[config.mk]
export PLATFORM = sky130hd
export DESIGN_NAME = pc_sequencer_flat
export DESIGN_NICKNAME = d
export VERILOG_FILES = /design/src/rtl/pc_sequencer_if.sv /design/src/rtl/pc_sequencer.sv /design/src/flat_wrapper.sv
export SDC_FILE = /design/constraint.sdc
export NUM_CORES = 1
export LEC_CHECK = 0
export ABC_CLOCK_PERIOD_IN_PS = 5250
export BUFFER_PORTS_ARGS = -buffer_cell sky130_fd_sc_hd__buf_2
export CAP_MARGIN = 0
export CORE_MARGIN = 1.5
export CORE_UTILIZATION = 45
export DETAILED_ROUTE_END_ITERATION = 10
export GPL_TIMING_DRIVEN = 0
export HOLD_SLACK_MARGIN = 0.06
export PLACE_DENSITY = 0.66
export RECOVER_POWER = 50
export SLEW_MARGIN = 20
export SYNTH_ARGS = -nofsm -noshare
export SYNTH_HDL_FRONTEND = slang
export SYNTH_SLANG_ARGS = --single-unit
[constraint.sdc]
create_clock -name clk -period 5.25 [get_ports clk]
set_input_delay 0.2625 -clock clk [delete_from_list [all_inputs] [get_ports clk]]
set_output_delay 0.2625 -clock clk [all_outputs]
set_load 0.005 [all_outputs]
[src/rtl/pc_sequencer_if.sv]
// Control/status bundle between the decoder/controller and the PC sequencer.
// No handshake: the sequencer consumes op/cond/target/offset every cycle stall is low.
interface pc_sequencer_if #(
  parameter int ADDR_W      = 8,
  parameter int STACK_DEPTH = 4
);
  localparam int SP_W = $clog2(STACK_DEPTH + 1);

  logic              stall;
  logic [2:0]        op;
  logic              cond;
  logic [ADDR_W-1:0] target;
  logic [ADDR_W-1:0] offset;
  logic [ADDR_W-1:0] pc;
  logic [SP_W-1:0]   sp;
  logic              stack_empty;
  logic              stack_full;
  logic              ovf;
  logic              unf;

  modport master (
    output stall, op, cond, target, offset,
    input  pc, sp, stack_empty, stack_full, ovf, unf
  );

  modport slave (
    input  stall, op, cond, target, offset,
    output pc, sp, stack_empty, stack_full, ovf, unf
  );
endinterface

[src/rtl/pc_sequencer.sv]
// Program-counter sequencer: step, jump, conditional relative branch, and
// call/return through a small hardware return-address stack.
module pc_sequencer #(
  parameter int                ADDR_W      = 8,
  parameter int                STACK_DEPTH = 4,
  parameter logic [ADDR_W-1:0] RESET_ADDR  = '0
) (
  input  logic         clk,
  input  logic         rst_n,
  pc_sequencer_if.slave bus
);
  localparam int SP_W  = $clog2(STACK_DEPTH + 1);
  localparam int IDX_W = (STACK_DEPTH > 1) ? $clog2(STACK_DEPTH) : 1;

  localparam logic [2:0] OP_SEQ    = 3'b000;
  localparam logic [2:0] OP_JUMP   = 3'b001;
  localparam logic [2:0] OP_BRANCH = 3'b010;
  localparam logic [2:0] OP_CALL   = 3'b011;
  localparam logic [2:0] OP_RET    = 3'b100;

  // Power-of-two sized so any IDX_W-bit index is in range; extra slots unused.
  logic [ADDR_W-1:0] stack_mem [2**IDX_W];

  logic [ADDR_W-1:0] pc_q, pc_d, pc_inc;
  logic [SP_W-1:0]   sp_q, sp_d;
  logic              ovf_q, ovf_d, unf_q, unf_d;
  logic              push;
  logic              empty, full;
  logic [IDX_W-1:0]  wr_idx, rd_idx;

  assign pc_inc = pc_q + ADDR_W'(1);
  assign empty  = (sp_q == '0);
  assign full   = (sp_q == SP_W'(STACK_DEPTH));
  assign wr_idx = IDX_W'(sp_q);
  assign rd_idx = IDX_W'(sp_q - SP_W'(1));

  always_comb begin
    pc_d  = pc_q;
    sp_d  = sp_q;
    ovf_d = ovf_q;
    unf_d = unf_q;
    push  = 1'b0;
    if (!bus.stall) begin
      pc_d = pc_inc;
      case (bus.op)
        OP_SEQ:    pc_d = pc_inc;
        OP_JUMP:   pc_d = bus.target;
        OP_BRANCH: if (bus.cond) pc_d = pc_q + bus.offset;
        OP_CALL: begin
          if (!full) begin
            push = 1'b1;
            sp_d = sp_q + SP_W'(1);
            pc_d = bus.target;
          end else begin
            ovf_d = 1'b1;
          end
        end
        OP_RET: begin
          if (!empty) begin
            pc_d = stack_mem[rd_idx];
            sp_d = sp_q - SP_W'(1);
          end else begin
            unf_d = 1'b1;
          end
        end
        default: pc_d = pc_inc;
      endcase
    end
  end

  always_ff @(posedge clk) begin
    if (!rst_n) begin
      pc_q  <= RESET_ADDR;
      sp_q  <= '0;
      ovf_q <= 1'b0;
      unf_q <= 1'b0;
    end else begin
      pc_q  <= pc_d;
      sp_q  <= sp_d;
      ovf_q <= ovf_d;
      unf_q <= unf_d;
    end
  end

  // Stack contents are not reset; only entries below sp are ever read.
  always_ff @(posedge clk) begin
    if (rst_n && push) stack_mem[wr_idx] <= pc_inc;
  end

  assign bus.pc          = pc_q;
  assign bus.sp          = sp_q;
  assign bus.stack_empty = empty;
  assign bus.stack_full  = full;
  assign bus.ovf         = ovf_q;
  assign bus.unf         = unf_q;
endmodule

[src/flat_wrapper.sv]
// flat-port wrapper written by rule: the top's interface ports become plain ports
module pc_sequencer_flat 
#(
  parameter int                ADDR_W      = 8,
  parameter int                STACK_DEPTH = 4,
  parameter logic [ADDR_W-1:0] RESET_ADDR  = '0
)
  (clk, rst_n, bus_stall, bus_op, bus_cond, bus_target, bus_offset, bus_pc, bus_sp, bus_stack_empty, bus_stack_full, bus_ovf, bus_unf);
  pc_sequencer_if #(.ADDR_W(ADDR_W), .STACK_DEPTH(STACK_DEPTH)) bus_i ();
  input  logic clk;
  input  logic rst_n;
  input wire logic [$bits(bus_i.stall)-1:0] bus_stall;
  input wire logic [$bits(bus_i.op)-1:0] bus_op;
  input wire logic [$bits(bus_i.cond)-1:0] bus_cond;
  input wire logic [$bits(bus_i.target)-1:0] bus_target;
  input wire logic [$bits(bus_i.offset)-1:0] bus_offset;
  output wire logic [$bits(bus_i.pc)-1:0] bus_pc;
  output wire logic [$bits(bus_i.sp)-1:0] bus_sp;
  output wire logic [$bits(bus_i.stack_empty)-1:0] bus_stack_empty;
  output wire logic [$bits(bus_i.stack_full)-1:0] bus_stack_full;
  output wire logic [$bits(bus_i.ovf)-1:0] bus_ovf;
  output wire logic [$bits(bus_i.unf)-1:0] bus_unf;
  assign bus_i.stall = bus_stall;
  assign bus_i.op = bus_op;
  assign bus_i.cond = bus_cond;
  assign bus_i.target = bus_target;
  assign bus_i.offset = bus_offset;
  assign bus_pc = bus_i.pc;
  assign bus_sp = bus_i.sp;
  assign bus_stack_empty = bus_i.stack_empty;
  assign bus_stack_full = bus_i.stack_full;
  assign bus_ovf = bus_i.ovf;
  assign bus_unf = bus_i.unf;
  pc_sequencer #(.ADDR_W(ADDR_W), .STACK_DEPTH(STACK_DEPTH), .RESET_ADDR(RESET_ADDR)) u_core (.clk(clk), .rst_n(rst_n), .bus(bus_i));
endmodule
==> summary by stage, run 1 <==
Critical path
The number of buffers and inverters on the critical path is 2. The category of the worst setup path capture point is a register. Along the worst path, the maximum fanout reaches 9. At the worst endpoint, the required time is roughly 5200 ps.

The cell with the largest stage delay on the worst path is sky130_fd_sc_hd__clkbuf_1. The maximum single-stage delay on the critical path is approximately 590 ps. The startpoint kind of the worst setup timing path is a register.

The critical path in this run is classified as reg -> reg. The most used cell along the critical path is sky130_fd_sc_hd__ha_1. The cell family contributing the most delay on the critical path is simple AND/OR/NAND/NOR gates. The critical path goes through clkbuf_1 > inv_1 > ha_1 > ha_1 > nor4b_1 > and2_1.

STA puts the critical path data arrival time at around 3100 ps.

Final layout
The total area of multi-input combinational cells is between 1000 and 1500 um2. In the final layout, the share of cells above drive strength 1 is a little over a quarter. Cells fill a little over half of the core in the end. The final-layout fill cell count is 470. The repair_antennas step left the layout with diodes totalling 0. The final layout net count is around 270. Summing all non-filler instances in the final layout gives an area of 2800 um2.

The sequential cells in the finished layout cover a total of 1220 um2. The area growth from synthesis to layout is 15.5%.

Synthesis
The post-synthesis register bit count is 45. The synthesized design spends more area on one cell type than any other, namely sky130_fd_sc_hd__edfxtp_1. The simple-gate share of the synthesized area is a little over a tenth. The number of nets in the synthesized netlist is 223. Of the synthesized area, sequential elements account for between 50% and 60%. The adder and majority cell fraction of the synthesized area is under 10%. The area fraction of the dominant cell type after synthesis is roughly 40%. For this run, asynchronously set or reset flops after synthesis account for 0%. By area, the combinational part of the netlist is dominated by compound AO/OA/AOI/OAI gates. After synthesis, the cell types taking the most area are sky130_fd_sc_hd__edfxtp_1 40%, sky130_fd_sc_hd__dfxtp_1 11%, sky130_fd_sc_hd__mux4_2 7.4%, sky130_fd_sc_hd__ha_1 7.2%, sky130_fd_sc_hd__xnor2_1 2.9%. The number of warnings printed during yosys synthesis is 0. The synthesized design contains 32 enable-type register cells. The number of standard cells after synthesis is approximately 190. The fraction of synthesized cell area in xor and xnor cells is under 10%. The prevailing post-synth register cell is sky130_fd_sc_hd__edfxtp_1. The number of distinct library cells after synthesis is 45. Each instance of the synthesized netlist takes up on average about 13 um2. After synthesis, the share of cell area in mux cells is under 10%. The post-synthesis instance area is 2420 um2. Summing the areas of all compound-gate instances in the mapped netlist gives ~16% of the synthesized area.

Clock tree
The clock passes through at most 2 buffers. Post-CTS timing repair inserted 0 buffers for setup. CTS saw 45 sinks.

Clock latency on the worst-skew pair, taken at its later pin, is about 290 ps. The number of buffers inserted during clock tree synthesis is 5. The quantity of gates resized following cts is 0.

The TritonCTS clock tree is yes. After clock tree synthesis, the clock-pin slew on the worst setup and hold paths is around 90 ps. Buffers inserted to repair hold after CTS numbered 0. The buffer cell driving the clock tree root is sky130_fd_sc_hd__clkbuf_8. The maximum level of the CTS H-tree is 2.

Power and ir drop
The static power due to leakage is around 1.1 nW. The sequential group share of total power is between 50% and 60%. The overall power is a little under 800 uW. The switching share of total power is around 25%. For this design the total switching power over the nets is ~200 uW. Power spread over the standard cell area amounts to 280 nW/um2. The internal power of the cells totals a little under 600 uW. The clock network burns about a third of the power. Of the total power, combinational logic draws between 10 and 15%. The maximum ir drop on the vdd rail is approximately 0.13 mV.

Floorplan
Pin placement for this block handled 38 I/O pins. The die is between 70 and 80 um wide. The full die area is between 5000 and 6000 um2. The initial cell density of the core is approximately 47%. The vertical extent of the die is 76.4 um. The number of placement rows is 26. The region available for standard cell placement spans 5140 um2.

Place
Summed over all nets, the half-perimeter wirelength after detailed placement is around 3800 um. The count of input and output buffers is 37. At the end of routability-driven placement, the weighted congestion stood at about 0.83.

The cell area reported after detailed placement is 2700 um2.

Route
The via density per instance is 5.62. The number of search-and-repair iterations in the first detailed-routing pass is 4. The average wire length per cell after detail routing is 17.0 um.

In this run the remaining antenna-violating nets after routing total 0. The total wirelength of the detailed-routed design is about 5100 um. The count of routing violations after the opening detailed-route iteration is ~110. The detailed router placed roughly 1.7k vias in this run. The post-detailed-route DRC marker count is 0.

Worst hold path
The worst hold path class is in -> reg.

STA
Setup repair after global routing left no endpoint under its margin. For the final routed database, the setup TNS stands at 0 ps. For the pin with the worst max-slew slack, the measured transition is about 740 ps. The max-slew violation count is 0. For the final database, setup skew stands at 5.22 ps.

The count of endpoints failing setup in the final report is 0. Based on the critical path, the design can be clocked at up to 0.321 GHz. Of the available clock period, the critical path in the final layout requires between 50% and 60%. The shortest period the worst path allows is 3110 ps. The normalized max-slew margin is 50.9%. The number of failing hold endpoints at the final stage is 0.

Status
The flow ran to the end, and the final reports show no timing, DRC or antenna violations.

Global routing
Entering global routing, the biggest net connects 17 pins. The total routing usage reported by global routing is a little under a fifth. The global-route wire length before repair is between 8000 and 9000 um. The initial antenna violation count is 0.

The total overflow left after global routing is 0. The via count of the first global-routing pass was around 1.6k.

Run
The max-cap check violation count is 0.
## layer usage
metal	GRT usage, %	part of all wire, %	vias to the layer above
li1	-	-	814
met1	25.7	47	836
met2	29.3	49	33
met3	3.47	3.8	4
met4	3.89	0.61	0
met5	0	0	-
## cells by family (layout without fill, tap and decap cells)
group | count (synthesis) | count (layout)
AO/OA/AOI/OAI | 48 | 48
flip-flops | 45 | 45
AND/OR/NAND/NOR | 43 | 43
adder cells (fa/ha/maj) | 15 | 15
buffers and inverters | 13 | 58
XOR/XNOR | 12 | 12
multiplexers | 9 | 9
## cells in the final DEF (no fill, tap or decap), drive strengths merged, types with 2 or more instances in the layout
cell type	netlist	final
a221oi	7	7
a21oi	8	8
and2	5	5
xnor2	8	8
nor2	7	7
or3b	2	2
buf	4	36
nor2b	3	3
a221o	6	6
and3	2	2
dfxtp	13	13
nand2	8	8
clkbuf	3	13
nand3	7	7
xor2	4	4
o21ai	11	11
edfxtp	32	32
a31oi	5	5
inv	6	8
a21o	3	3
ha	14	14
mux4	8	8
## cell type report
class,instances,area share [%]
tap,70,3.13
clock buffer,5,2.46
inverter,6,0.804
buffer,7,1.39
clock inverter,3,1.70
timing repair buffer,37,6.43
sequential,45,43.6
multi-input combinational,127,40.5
## power groups by stage
stage | registers (mW) | clock network, mW | logic (mW)
2_1_floorplan | 0.407 | 0 | 0.0762
3_3_place_gp | 0.409 | 0 | 0.113
3_5_place_dp | 0.409 | 0 | 0.115
4_1_cts | 0.400 | 0.273 | 0.116
5_1_grt | 0.402 | 0.290 | 0.126
6_report | 0.401 | 0.269 | 0.114
## Yosys cell counts (all sizes together), types with 2 or more instances
library cell	count
or3b	2
xor2	4
inv	6
dfxtp	13
nor2b	3
a21o	3
and3	2
a21oi	8
buf	4
nand2	8
edfxtp	32
a31oi	5
clkbuf	3
xnor2	8
nor2	7
mux4	8
a221oi	7
and2	5
ha	14
nand3	7
o21ai	11
a221o	6
## final timing paths
check,start,endpoint,slack (ps),cells past startpoint
min reg2reg,u_core.bus.ovf,u_core.bus.ovf,500,2
max reg2reg,u_core.bus.sp[0],u_core.stack_mem[0][1],2140,6
max,u_core.bus.sp[0],u_core.stack_mem[0][1],2140,6
min,rst_n,u_core.bus.pc[7],260,3
## worst reg2reg max path, delay by kind of cell (launching register included)
family,cells,cell delay [ps]
and+or+nand+nor,2,1030
DFF,1,400
adders and majority gates,2,550
buffers and inverters,2,810
## through the flow
step / hold slack [ps] / cells / worst slack, ps
final: 265 / 300 / 2140
after global routing: 274 / 300 / 1800
after CTS: 263 / 300 / 2600
after detailed placement: 476 / 292 / 2630
after global placement: 478 / 292 / 2620
after floorplan: 401 / 185 / 3050
## registers in the layout (all words and copies together), names as in the netlist
name / cells
u_core.stack_mem: 32
u_core.bus.pc: 8
u_core.bus.sp: 3
u_core.bus.ovf: 1
u_core.bus.unf: 1
Note: power is estimated with default switching activity, not from simulation.
==> run 2: changes to the inputs <==
Settings changed: ABC_CLOCK_PERIOD_IN_PS 5250 to 3000.
Clock period 5.25 ns to 3 ns, I/O delays scaled along.
==> summary by stage, run 2 (same netlist as run 1, synthesis figures left out) <==
Status
The run finished with clean final reports.

Clock tree
The H-tree was split into 2 levels. The later pin in the worst-skew pair is clocked with a latency of around 290 ps. The maximum buffer depth of the clock tree is 2.

The clock net in this run drives a total of 45 sinks. Once the clock tree was built, the setup fixing pass inserted 0 buffers. In this run, post-CTS hold repair placed 0 buffers. TritonCTS built the clock tree. Counting the buffers created by CTS gives 5. The quantity of gates resized following cts is 0. The clock transition at the register clock pins on the worst setup and hold paths after CTS is 90 ps.

The buffer cell driving the clock tree root is sky130_fd_sc_hd__clkbuf_8.

STA
The total negative slack is 0 ps. The normalized max-slew margin is 60.2%. At the pin with the least slew margin, the transition time is 589 ps.

The worst setup skew after layout is around 5.3 ps. Setup violations remaining at the end of the flow were counted as 0. Setup repair after global routing left no endpoint under its margin. The max-slew violation count is 0. The highest clock rate is 0.388 GHz. The final critical path takes up 85.8% of the cycle.

The number of failing hold endpoints at the final stage is 0. The worst path needs about 2600 ps of the cycle, external delays included.

Worst hold path
The launch point of the worst hold path is rst_n. The end point of the most critical hold path is u_core.bus.pc[7]. The path class of the tightest hold or removal check is in -> reg. The cell depth of the worst hold path is 3.

Final layout
The antenna cell count is 0. Leaving out fill and tap cells, the most frequent cell in the layout is sky130_fd_sc_hd__buf_2. For this run, the post-layout net count is between 200 and 300.

The library cells used most frequently in the layout, excluding fill and tap cells, are 34 x sky130_fd_sc_hd__buf_2, 32 x sky130_fd_sc_hd__edfxtp_1, 14 x sky130_fd_sc_hd__ha_1. The final-layout fill cell count is 470. The register with the most flip-flops is u_core.stack_mem.

The number of flip-flops in the largest register is 32. In the final layout, flip-flops and latches occupy approximately 1200 um2. Summing all multi-input logic gate instances after layout gives 1130 um2. Cells fill approximately 55% of the core in the end. From synthesis to final layout, the design area changed by 15.8%. The post-route netlist has a little over a quarter of its cells at a drive strength greater than 1.

Global routing
The total overflow left after global routing is 0. The total routing usage reported by global routing is 18.2%. The first global-routing pass estimated a little over 8000 um of wire. The via count of the first global-routing pass is ~1.6k.

The largest net degree at the start of global routing is 17. The initial antenna violation count was 0.

Route
Detailed routing placed a total of around 2500 um of wire on met2. Once detail routing completed, the nets flagged for antenna violations numbered 0. The total wirelength of the detailed-routed design is 5090 um. The uppermost layer routed is met4. The via density per instance is approximately 5.7. The routed layout has ~1.7k vias.

The total length of routed met3 wires is about 210 um. The pre-antenna-repair detailed-routing pass consisted of 4 iterations. The count of routing violations after the opening detailed-route iteration is just over 90.

In the final routing, the length of wire on met1 measures roughly 2400 um. After detailed routing, the number of remaining DRC violations is 0. Dividing the detail-routed wire length by the instance count gives around 17 um.

Critical path
Among all stages on the critical path, the largest delay is contributed by sky130_fd_sc_hd__nor4b_1. The maximum fanout along the worst path is 9. The category of the worst setup path capture point is a register.

STA classifies the critical path startpoint as a register. The maximum single-stage delay on the critical path is 540 ps. The most used cell along the critical path is sky130_fd_sc_hd__ha_1.

The critical register-to-register path endpoint is u_core.stack_mem[0][1]. In this run the critical register-to-register path is launched from u_core.bus.sp[0]. The startpoint-to-endpoint class of the critical path is reg -> reg. Walking the worst path, the cells encountered are buf_6 > inv_1 > ha_1 > ha_1 > nor4b_1 > and2_1. Data on the critical path arrives at its endpoint at between 2000 and 3000 ps.

The critical path required time is 2950 ps. The worst register-to-register path has a setup slack of between 400 and 500 ps. The worst register-to-register path has a depth of 6.

Floorplan
The vertical extent of the die is 76.4 um. The full die area is around 5800 um2. The initial cell density of the core is roughly 47%.

The number of placement rows is 26. The standard cell core area is slightly above 5000 um2. The boundary pin count is 38. Measured along the x axis, the die boundary spans 76.4 um.

Power and ir drop
The maximum ir drop on the vdd rail is around 0.23 mV. The static power due to leakage is roughly 1.1 nW. For this design the ratio of total power to cell area is between 400 and 500 nW/um2.

Place
The detailed placement HPWL is roughly 3800 um. During placement, the flow inserted port buffers numbering 37. The global placer's final weighted congestion is just over 0.8.

Run
The max-cap check violation count is 0.
-- run 2: cell count changes in the layout (fill, tap and decap cells not counted) --
cell and delta:
sky130_fd_sc_hd__buf_6 +1, sky130_fd_sc_hd__clkbuf_1 -1
-- run 2: worst max-delay path by stage --
stage,start,endpoint,slack [ps]
6_report,u_core.bus.sp[0],u_core.stack_mem[0][1],430
5_1_grt,u_core.bus.sp[0],u_core.stack_mem[0][7],200
4_1_cts,u_core.bus.sp[0],u_core.stack_mem[0][7],350
3_5_place_dp,u_core.bus.sp[0],u_core.stack_mem[0][2],380
3_3_place_gp,u_core.bus.sp[0],u_core.stack_mem[0][4],370
2_1_floorplan,u_core.bus.sp[0],u_core.bus.pc[3],800
-- run 2: routing by layer --
metal	vias up	global-route usage (%)
li1	817	-
met1	843	25.7
met2	34	29.3
met3	4	3.47
met4	0	3.89
met5	-	0
-- run 2: layout make-up --
class,instances,area share [%]
Buffer,7,1.65
Inverter,6,0.802
Multi-Input combinational cell,127,40.4
Clock buffer,5,2.45
Tap cell,70,3.12
Clock inverter,3,1.69
Timing Repair Buffer,37,6.42
Sequential cell,45,43.5
-- run 2: through the flow --
stage | std cells | instance area [um2] | hold WS [ps] | total power [mW] | setup slack (ps)
final | 300 | 2810 | 152 | 1.37 | 426
after global placement | 292 | 2700 | 452 | 0.914 | 375
after global routing | 300 | 2810 | 161 | 1.43 | 198
after detailed placement | 292 | 2700 | 461 | 0.916 | 376
after floorplan | 185 | 2420 | 288 | 0.845 | 800
after CTS | 300 | 2810 | 151 | 1.38 | 347
-- run 2: worst max-delay path, delay by kind of cell (launching register included) --
family / cells / cell delay [ps]
flops: 1 / 410
simple gates: 2 / 1030
buf+inv: 2 / 300
fa+ha+maj: 2 / 500
-- run 2: power breakdown --
group	internal (mW)	total, mW	switching [mW]
Clock	0.254	0.471	0.216
Sequential	0.682	0.701	0.0192
Combinational	0.0907	0.200	0.109
Total	1.03	1.37	0.345
==> run 3: changes to the inputs <==
--- a/config.mk
+++ b/config.mk
@@ -14,5 +14,5 @@
 export GPL_TIMING_DRIVEN = 0
 export HOLD_SLACK_MARGIN = 0.06
-export PLACE_DENSITY = 0.66
+export PLACE_DENSITY = 0.71
 export RECOVER_POWER = 50
 export SLEW_MARGIN = 20
==> constraint.sdc (replaced) <==
create_clock -name clk -period 3 [get_ports clk]
set_input_delay 0.6 -clock clk [delete_from_list [all_inputs] [get_ports clk]]
set_output_delay 0.6 -clock clk [all_outputs]
set_load 0.005 [all_outputs]
==> summary by stage, run 3 (same netlist as run 1, synthesis figures left out) <==
Critical path
The worst register-to-register path begins at u_core.bus.sp[0]. The worst register-to-register path ends at u_core.stack_mem[0][1]. The number of cells on the worst reg-to-reg path is 6. The data arrival time at the worst-slack endpoint is 2500 ps.

In this run the worst path has a maximum fanout of 9. For flop-to-flop paths, the worst setup slack is ~450 ps. The worst setup path is launched from a register.

The startpoint-to-endpoint class of the critical path is reg -> reg. The critical path required time is ~3000 ps. The category of the worst setup path capture point is a register.

Global routing
The via count of the first global-routing pass is 1640. The first global-routing pass estimated 8640 um of wire. The total routing usage reported by global routing is between 10% and 20%.

The overall overflow remaining after global route is 0. The largest net degree at the start of global routing is 14. The initial antenna violation count came to 0.

Floorplan
The initial cell density of the core is 47.2%. The full die area is 5830 um2. The boundary pin count is 38.

The floorplan has 26 rows. From left edge to right edge, the die measures ~76 um. The standard cell core area is a little over 5000 um2.

The vertical extent of the die is between 70 and 80 um.

Run
Max-cap violations in this run came to 0.

Clock tree
Clock tree synthesis selected as its root buffer the cell sky130_fd_sc_hd__clkbuf_8. Post-CTS repair changed the size of 0 cells. The worst-skew pair later-pin latency is approximately 300 ps. Clock-pin slew was measured on the worst setup and hold paths at around 80 ps.

The TritonCTS sink count is 45. Post-CTS timing repair inserted 0 buffers for setup. In this run, CTS created clock tree buffers numbering 5. The maximum level of the CTS H-tree is 2.

The TritonCTS clock tree is yes. For this design, the CTS-stage hold fixing added 0 buffers. The clock passes through at most 2 buffers.

Final layout
The cell area after layout is between 2000 and 3000 um2. Cells with a size suffix above 1 make up 26.1% of the layout. In the layout the commonest cells are 33 x sky130_fd_sc_hd__buf_2, 32 x sky130_fd_sc_hd__edfxtp_1, 14 x sky130_fd_sc_hd__ha_1. Registers take about 1200 um2. The register with the most flip-flops is u_core.stack_mem. The final-layout fill cell count is 476. The register with the most flip-flops in the layout has 32 of them. The final layout net count is around 270.

The leading cell type in the layout, fill and taps excluded is sky130_fd_sc_hd__buf_2. The area growth from synthesis to layout is 14.4%. The utilization of the core after routing is ~54%.

In the final layout, the multi-input gates occupy 1130 um2. 0 antenna diodes ended up in the layout.

Route
For this run, the detailed router's first-pass iteration total came to 4. In the final routed layout, each cell accounts on average for between 15 and 20 um. The uppermost layer routed is met4.

The via density per instance is approximately 5.7. The routed design uses around 320 um of met3 wire. In this run, the number of DRC markers left after iteration 0 of detailed routing was ~120.

The post-detailed-route DRC marker count is 0. The total via count in the routed design is between 1.5k and 2k. The detailed-routed wire length on met2 is about 2400 um. The antenna violation net count after detailed routing is 0. The routed metal-1 wirelength is about 2400 um.

The total wirelength of the detailed-routed design is 5150 um.

Power and ir drop
VDD sags by at most ~0.25 mV. For this design the static power due to leakage is ~1.1 nW. Power spread over the standard cell area amounts to 454 nW/um2.

Worst hold path
The worst hold path begins at u_core.bus.ovf. The end point of the most critical hold path is u_core.bus.ovf. The path class of the tightest hold or removal check is reg -> reg. The worst hold path passes through 2 cells.

STA
The highest clock rate is just under 0.4 GHz. Setup repair after global routing left no endpoint under its margin. The max-slew violation count was 0. The worst setup skew after layout is 7.81 ps. The number of failing hold endpoints at the final stage was 0. For the pin with the worst max-slew slack, the measured transition is between 600 and 700 ps. The total negative slack is 0 ps. Dividing the final minimum period by the clock period gives approximately 85%. The clock period could shrink to 2550 ps. Setup violations remaining at the end of the flow were counted as 0. Headroom to the max-slew limit came out at 59.3%.

Status
The run finished with clean final reports.

Place
The cell area reported after detailed placement is around 2700 um2. In this run the tool buffered the top-level ports with 37 buffer cells. The global placer's final weighted congestion is 0.776. Once detailed placement completed, the half-perimeter wirelength came to around 3800 um.
[run 3: cell types whose count changed in the layout (fill, tap and decap cells not counted)]
cell | before | now
sky130_fd_sc_hd__clkinv_2 | 0 | 1
sky130_fd_sc_hd__inv_6 | 2 | 0
sky130_fd_sc_hd__clkinv_1 | 0 | 2
sky130_fd_sc_hd__bufinv_16 | 1 | 0
sky130_fd_sc_hd__buf_2 | 34 | 33
sky130_fd_sc_hd__clkbuf_1 | 7 | 8
[run 3: worst max path at each step]
| stage | from | endpoint | slack [ps] | cells past startpoint |
|---|---|---|---|---|
| global route | u_core.bus.sp[0] | u_core.stack_mem[0][1] | 240 | 6 |
| floorplan | u_core.bus.sp[0] | u_core.bus.pc[3] | 800 | 8 |
| global placement | u_core.bus.sp[0] | u_core.stack_mem[0][5] | 400 | 6 |
| CTS | u_core.bus.sp[0] | u_core.stack_mem[0][1] | 370 | 6 |
| finish | u_core.bus.sp[0] | u_core.stack_mem[0][1] | 450 | 6 |
| detailed placement | u_core.bus.sp[0] | u_core.stack_mem[0][4] | 430 | 6 |
[run 3: critical path, stage by stage (launching register included)]
cell                      delay [ps]
sky130_fd_sc_hd__dfxtp_1         400
sky130_fd_sc_hd__buf_6           190
sky130_fd_sc_hd__inv_1           100
sky130_fd_sc_hd__ha_1            240
sky130_fd_sc_hd__ha_1            270
sky130_fd_sc_hd__nor4b_1         530
sky130_fd_sc_hd__and2_1          480
[run 3: report_power, final]
part	switching (mW)	internal, mW	total, mW
clock network	0.200	0.157	0.357
registers	0.0195	0.682	0.702
logic	0.110	0.0905	0.200
total	0.329	0.930	1.26
[run 3: area by class of cell]
type | instances | share of cell area (%)
timing repair buffer | 37 | 6.46
multi-input combinational | 127 | 40.9
sequential | 45 | 44.1
clock buffer | 5 | 2.48
clock inverter | 3 | 0.451
buffer | 7 | 1.67
inverter | 6 | 0.813
tap | 70 | 3.16
[run 3: metal layers]
| metal | global-route usage (%) | vias up |
|---|---|---|
| met3 | 4.43 | 4 |
| met4 | 3.33 | 0 |
| li1 | - | 814 |
| met5 | 0 | - |
| met2 | 31.8 | 58 |
| met1 | 26.2 | 835 |
[run 3: through the flow]
| step | hold WS (ps) | total power [mW] | setup slack (ps) | instances |
|---|---|---|---|---|
| after floorplan | 482 | 0.845 | 800 | 185 |
| after global placement | 483 | 0.913 | 405 | 292 |
| after detailed placement | 481 | 0.917 | 426 | 292 |
| after CTS | 507 | 1.27 | 371 | 300 |
| after global routing | 534 | 1.32 | 237 | 300 |
| final | 501 | 1.26 | 448 | 300 |
